==> src/rtl/sa_pkg.sv <==
// Shared state encoding and default sizing for the weight-stationary systolic array controller.
package sa_pkg;

  localparam int SA_ROWS_DEFAULT  = 4;
  localparam int SA_LEN_W_DEFAULT = 16;
  localparam int SA_PERF_W        = 32;

  typedef enum logic [2:0] {
    SA_IDLE,
    SA_CLEAR,
    SA_LOAD_W,
    SA_SETTLE,
    SA_COMPUTE,
    SA_DRAIN,
    SA_DONE
  } sa_state_e;

endpackage

==> src/rtl/sa_enable_skew.sv <==
// Skewed MAC-enable chain: row r sees the row-0 enable delayed by r cycles,
// and the bottom row's enable delayed once more becomes the output-valid strobe.
module sa_enable_skew
  import sa_pkg::*;
#(
  parameter int ROWS = SA_ROWS_DEFAULT
) (
  input  logic            clk,
  input  logic            reset_n,
  input  logic            i_clear,
  input  logic            i_en0,
  output logic [ROWS-1:0] o_enable,
  output logic            o_last
);

  logic [ROWS-1:0] r_shift;

  always_ff @(posedge clk or negedge reset_n) begin
    if (!reset_n) begin
      r_shift <= '0;
    end else if (i_clear) begin
      r_shift <= '0;
    end else begin
      r_shift <= {r_shift[ROWS-2:0], i_en0};
    end
  end

  // Row 0 is combinational so it tracks the activation handshake in the same cycle.
  assign o_enable = {r_shift[ROWS-2:0], i_en0};
  assign o_last   = r_shift[ROWS-1];

endmodule

==> src/rtl/systolic_array_ctrl.sv <==
// Job sequencer for a weight-stationary systolic array: clear, load weights, settle,
// stream activations, drain. Optional perf_cycles port under `SA_CTRL_PERF_CNT_EN`.
module systolic_array_ctrl
  import sa_pkg::*;
#(
  parameter int ROWS  = SA_ROWS_DEFAULT,
  parameter int LEN_W = SA_LEN_W_DEFAULT
) (
  input  logic             clk,
  input  logic             reset_n,
  input  logic             start,
  input  logic [LEN_W-1:0] len,
  input  logic             abort,
  input  logic             wet_valid,
  output logic             wet_ready,
  input  logic             act_valid,
  output logic             act_ready,
  output logic             pe_clear_weight,
  output logic             pe_weight_sel,
  output logic [ROWS-1:0]  pe_mac_enable,
  output logic             out_valid,
  output logic             busy,
  output logic             done,
  output logic             err
`ifdef SA_CTRL_PERF_CNT_EN
  ,
  output logic [SA_PERF_W-1:0] perf_cycles
`endif
);

  localparam int CNT_W = $clog2(ROWS + 2);

  sa_state_e        r_state;
  sa_state_e        w_nextState;
  logic [CNT_W-1:0] r_phaseCnt;
  logic [LEN_W-1:0] r_actCnt;
  logic [LEN_W-1:0] r_len;
  logic             r_err;
  logic             w_phaseInc;
  logic             w_startAcc;
  logic             w_setErr;
  logic             w_wetReady;
  logic             w_weightSel;
  logic             w_clear;
  logic             w_actReady;
  logic             w_en0;

  always_ff @(posedge clk or negedge reset_n) begin
    if (!reset_n) begin
      r_state <= SA_IDLE;
    end else begin
      r_state <= w_nextState;
    end
  end

  always_comb begin
    w_nextState = r_state;
    w_phaseInc  = 1'b0;
    w_startAcc  = 1'b0;
    w_setErr    = 1'b0;
    w_wetReady  = 1'b0;
    w_weightSel = 1'b0;
    w_clear     = 1'b0;
    w_actReady  = 1'b0;
    case (r_state)
      SA_IDLE: begin
        if (start) begin
          w_startAcc  = 1'b1;
          w_nextState = (len == '0) ? SA_DONE : SA_CLEAR;
        end
      end
      SA_CLEAR: begin
        w_clear     = 1'b1;
        w_nextState = SA_LOAD_W;
      end
      SA_LOAD_W: begin
        w_wetReady  = 1'b1;
        w_weightSel = wet_valid;
        w_phaseInc  = wet_valid;
        // Waiting before the first beat is fine; a gap once beats have begun is a protocol error.
        if (wet_valid) begin
          if (r_phaseCnt == CNT_W'(ROWS - 1)) w_nextState = SA_SETTLE;
        end else if (r_phaseCnt != '0) begin
          w_setErr    = 1'b1;
          w_nextState = SA_IDLE;
        end
      end
      SA_SETTLE: begin
        w_phaseInc = 1'b1;
        if (r_phaseCnt == CNT_W'(ROWS - 1)) w_nextState = SA_COMPUTE;
      end
      SA_COMPUTE: begin
        w_actReady = (r_actCnt < r_len);
        if (act_valid && w_actReady && (r_actCnt == r_len - LEN_W'(1))) begin
          w_nextState = SA_DRAIN;
        end
      end
      SA_DRAIN: begin
        w_phaseInc = 1'b1;
        if (r_phaseCnt == CNT_W'(ROWS)) w_nextState = SA_DONE;
      end
      SA_DONE: begin
        w_nextState = SA_IDLE;
      end
      default: begin
        w_nextState = SA_IDLE;
      end
    endcase
    if (abort) begin
      w_nextState = SA_IDLE;
      w_startAcc  = 1'b0;
      w_setErr    = 1'b0;
    end
  end

  // One phase counter serves beat counting, settle and drain; it restarts on every state change.
  always_ff @(posedge clk or negedge reset_n) begin
    if (!reset_n) begin
      r_phaseCnt <= '0;
    end else if (w_nextState != r_state) begin
      r_phaseCnt <= '0;
    end else if (w_phaseInc) begin
      r_phaseCnt <= r_phaseCnt + CNT_W'(1);
    end
  end

  always_ff @(posedge clk or negedge reset_n) begin
    if (!reset_n) begin
      r_actCnt <= '0;
      r_len    <= '0;
      r_err    <= 1'b0;
    end else begin
      if (w_startAcc) begin
        r_actCnt <= '0;
        r_len    <= len;
      end else if (w_en0) begin
        r_actCnt <= r_actCnt + LEN_W'(1);
      end
      if (w_startAcc) begin
        r_err <= 1'b0;
      end else if (w_setErr) begin
        r_err <= 1'b1;
      end
    end
  end

  assign w_en0 = act_valid && w_actReady;

  sa_enable_skew #(
    .ROWS(ROWS)
  ) u_skew (
    .clk      (clk),
    .reset_n  (reset_n),
    .i_clear  (abort),
    .i_en0    (w_en0),
    .o_enable (pe_mac_enable),
    .o_last   (out_valid)
  );

  assign wet_ready       = w_wetReady;
  assign act_ready       = w_actReady;
  assign pe_clear_weight = w_clear;
  assign pe_weight_sel   = w_weightSel;
  assign busy            = (r_state != SA_IDLE);
  assign done            = (r_state == SA_DONE) && !abort;
  assign err             = r_err;

`ifdef SA_CTRL_PERF_CNT_EN
  logic [SA_PERF_W-1:0] r_perfCycles;

  always_ff @(posedge clk or negedge reset_n) begin
    if (!reset_n) begin
      r_perfCycles <= '0;
    end else if (w_startAcc) begin
      r_perfCycles <= '0;
    end else if ((r_state != SA_IDLE) && (r_perfCycles != '1)) begin
      r_perfCycles <= r_perfCycles + SA_PERF_W'(1);
    end
  end

  assign perf_cycles = r_perfCycles;
`endif

endmodule

==> config.mk <==
export PLATFORM = sky130hd
export DESIGN_NAME = systolic_array_ctrl
export DESIGN_NICKNAME = d
export VERILOG_FILES = /design/src/rtl/sa_pkg.sv /design/src/rtl/sa_enable_skew.sv /design/src/rtl/systolic_array_ctrl.sv
export SDC_FILE = /design/constraint.sdc
export NUM_CORES = 1
export LEC_CHECK = 0
export CAP_MARGIN = 20
export CORE_MARGIN = 3
export CORE_UTILIZATION = 30
export CTS_BUF_LIST = sky130_fd_sc_hd__clkbuf_8
export CTS_CLUSTER_DIAMETER = 80
export CTS_CLUSTER_SIZE = 14
export DETAILED_ROUTE_END_ITERATION = 10
export GPL_ROUTABILITY_DRIVEN = 0
export MAX_ROUTING_LAYER = met4
export SKIP_LAST_GASP = 1
export SLEW_MARGIN = 20
export SYNTH_ARGS = -nofsm -noshare
export SYNTH_HDL_FRONTEND = slang
export SYNTH_HIERARCHICAL = 1
export SYNTH_SLANG_ARGS = --single-unit
==> constraint.sdc <==
create_clock -name clk -period 3.5 [get_ports clk]
set_clock_uncertainty 0.15 [all_clocks]
set_input_delay 0.525 -clock clk [delete_from_list [all_inputs] [get_ports clk]]
set_output_delay 0.525 -clock clk [all_outputs]
set_load 0.02 [all_outputs]
==> results.json <==
{
  "worstSetupStartpointType": "flop",
  "fillers": 1026,
  "synthAdderAreaFrac_pct": 8.70,
  "avgViaCountPerCell": 5.06,
  "vdd_drop_max_mv": 0.171,
  "synth_top_family_by_area": "simple AND/OR/NAND/NOR gates",
  "start_util_pct": 30.9,
  "synth-edff-count": 0,
  "placed_area_um2": 3470,
  "ioPinCount": 34,
  "maxCapViolations": 0,
  "power_frac_comb_pct": 29.2,
  "max_slew_margin_pct": 55.2,
  "ctsResizeCount": 0,
  "avgSynthCellArea_um2": 8.68,
  "leakagePower_nw": 1.58,
  "switching_share_pct": 35.0,
  "cts_sinks": 43,
  "worstPathArrival_ns": 2.62,
  "rr_worst_depth": 8,
  "critPathLaunch": "r_actCnt[15]$_DFFE_PN0P_",
  "power_frac_seq_pct": 47.1,
  "period_needed_ns": 3.29,
  "crit_slowest_cell": "clkdlybuf4s50_1",
  "synthFlopType": "dfrtp_1",
  "antenna_found_initial": 0,
  "rows": 36,
  "cts_htree_levels": 2,
  "setup_violations": 0,
  "intPower_mw": 0.837,
  "p_per_area_nw_per_um2": 362,
  "die_area_um2": 11300,
  "rsz0062_at_grt": "false",
  "reg2reg_slack_ns": 0.75,
  "ys_ff_latch": 43,
  "numPortBuffers": 33,
  "cts_buffers": 5,
  "fin_nets": 420,
  "synth_compound_area_share_pct": 14.3,
  "cts.clk_slew.worst_paths_ns": 0.08,
  "cts_tree": "done",
  "drtAntennaViolNets": 0,
  "dr.pass1.iters": 4,
  "synth_xor_area_share_pct": 10.4,
  "timing.rr.start": "r_actCnt[15]$_DFFE_PN0P_",
  "clk_latency_ns": 0.30,
  "grt_pass1_vias": 2557,
  "fin_crit_sh_pct": 94.1,
  "core-area_um2": 9770,
  "power.share.clock_pct": 23.7,
  "wire_per_inst_um": 14.7,
  "num_antenna_cells": 0,
  "grtUsageTotal_pct": 14.2,
  "outcome": "finished, final reports clean",
  "post-cts-setup-buffer-count": 0,
  "path_cells": "ha_1, and2_1, nand3_1, a2111o_1, o21ai_0, and3b_1, clkdlybuf4s50_1",
  "hold_violations": 0,
  "synth_area_leader_cell": "dfrtp_1",
  "drive_above_1_share_pct": 5.03,
  "finalInstanceArea_um2": 3560,
  "drc": 0,
  "hpwl_mm": 5.57,
  "setup_tns_ns": 0,
  "regToRegEndpoint": "r_actCnt[15]$_DFFE_PN0P_",
  "grt_overflow": 0,
  "ctsHoldBuffers": 0,
  "synth_top_area_share_pct": 35.6,
  "tightest_slew_ns": 0.671,
  "chipWidth_um": 106,
  "postSynthCellCount": 348,
  "drv_slew": 0,
  "synthesis.nets": 391,
  "crit_fanout": 4,
  "critPathKind": "flop to output pin",
  "drt_wl_total_mm": 7.49,
  "power_mw": 1.29,
  "synth_warnings": 6,
  "die_y_um": 106,
  "syn_area_um2": 3020,
  "vias": 2584,
  "async_flop_share_pct": 100,
  "clk_path_buf_depth": 2,
  "syn_to_final_growth_pct": 17.8,
  "yosysUniqueCellTypes": 48,
  "cp.required_ns": 2.82,
  "grt_max_degree": 49,
  "grt_pass1_wl_mm": 12.8,
  "synthSimpleGateAreaFrac_pct": 23.4,
  "max_freq_mhz": 304,
  "ys_seq_area_share_pct": 35.6,
  "muxShareOfSynthArea_pct": 1.99,
  "ctsRootBufferMaster": "clkbuf_8",
  "synthTopCellsByArea": "dfrtp_1 (36%), ha_1 (8.7%), xor2_1 (5.5%)",
  "cpPeakStageDelay_ns": 0.54,
  "hp-class": "primary input to asynchronous set/reset pin",
  "end_kind": "output pin",
  "p_switching_mw": 0.450,
  "detailedRoute.firstIterationViolations": 125
}
## power groups by stage
stage	sequential [mW]	clock, mW	combinational [mW]
finish	0.606	0.306	0.375
global route	0.615	0.345	0.429
CTS	0.606	0.322	0.376
detailed placement	0.615	0	0.374
global placement	0.614	0	0.368
floorplan	0.595	0	0.271
## critical path: cells and delay by family, from the launching register on
family                     cells  cell delay, ns
adders and majority gates      1            0.31
DFF                            1            0.42
and+or+nand+nor                3            0.51
buffers and inverters          1            0.54
AOI/OAI and AO/OA              2            0.54
## placed cells by master (no fill, tap or decap), types with 16 or more instances in the layout
cell,count
nor2_1,24
o21ai_0,30
inv_1,27
nand2_1,30
ha_1,21
dfrtp_1,43
xnor2_1,17
xor2_1,19
nand4_1,16
a21oi_1,20
clkdlybuf4s50_1,31
## cell type report
type | instances | area (um2) | area share, %
inverter | 25 | 93.8 | 2.64
clock buffer | 5 | 68.8 | 1.93
multi-input combinational | 265 | 1780 | 50.0
tap | 133 | 166 | 4.68
timing repair buffer | 37 | 360 | 10.1
clock inverter | 3 | 12.5 | 0.352
sequential | 43 | 1080 | 30.2
## synthesized netlist by cell type (all sizes together) (8+ instances only)
cell and count:
and3 8, o21ai 30, a21oi 20, nor3 9
xnor2 17, nand2 30, nand3 11, dfrtp 43
ha 21, nor2 25, inv 25, nand4 17
clkbuf 9, xor2 19, nor2b 8
## per-layer routing
metal	global-route usage [%]	share of wire [%]	routed length [um]	vias up
met5	-	0	0	-
met4	3.42	1.4	102	0
met3	2.73	5.4	408	9
met2	21.6	44	3330	63
met1	19.6	49	3650	1228
li1	-	-	-	1284
## state kept, by name (all words and copies together), names as in the netlist
| signal | flops |
|---|---|
| u_skew/r_shift | 4 |
| err | 1 |
| r_state | 3 |
| r_actCnt | 16 |
| r_phaseCnt | 3 |
| r_len | 16 |
## cells by family after synthesis
kind of cell             count (synthesis)
AND/OR/NAND/NOR                        131
AO/OA/AOI/OAI                           71
flip-flops                              43
buffers and inverters                   40
XOR/XNOR                                36
adder cells (fa/ha/maj)                 21
multiplexers                             6
## worst max path at each step
stage                                  end  slack [ns]  cells after the start
after floorplan           pe_mac_enable[0]        0.90                      7
after global placement    pe_mac_enable[0]        0.46                      6
after detailed placement  pe_mac_enable[0]        0.44                      6
after CTS                 pe_mac_enable[0]        0.10                      6
after global routing             act_ready        0.10                      7
final                            act_ready        0.21                      7
## through the flow
| step | hold WS [ns] | setup slack (ns) | instances | utilization [%] |
|---|---|---|---|---|
| 2_1_floorplan | 0.0794 | 0.905 | 348 | - |
| 4_1_cts | 0.281 | 0.104 | 511 | 36.4 |
| 3_5_place_dp | 0.339 | 0.440 | 503 | 35.5 |
| 6_report | 0.0547 | 0.207 | 511 | 36.4 |
| 5_1_grt | 0.110 | 0.102 | 511 | 36.4 |
| 3_3_place_gp | 0.322 | 0.461 | 503 | 35.5 |
No activity file was read; power rests on OpenSTA's default activity.
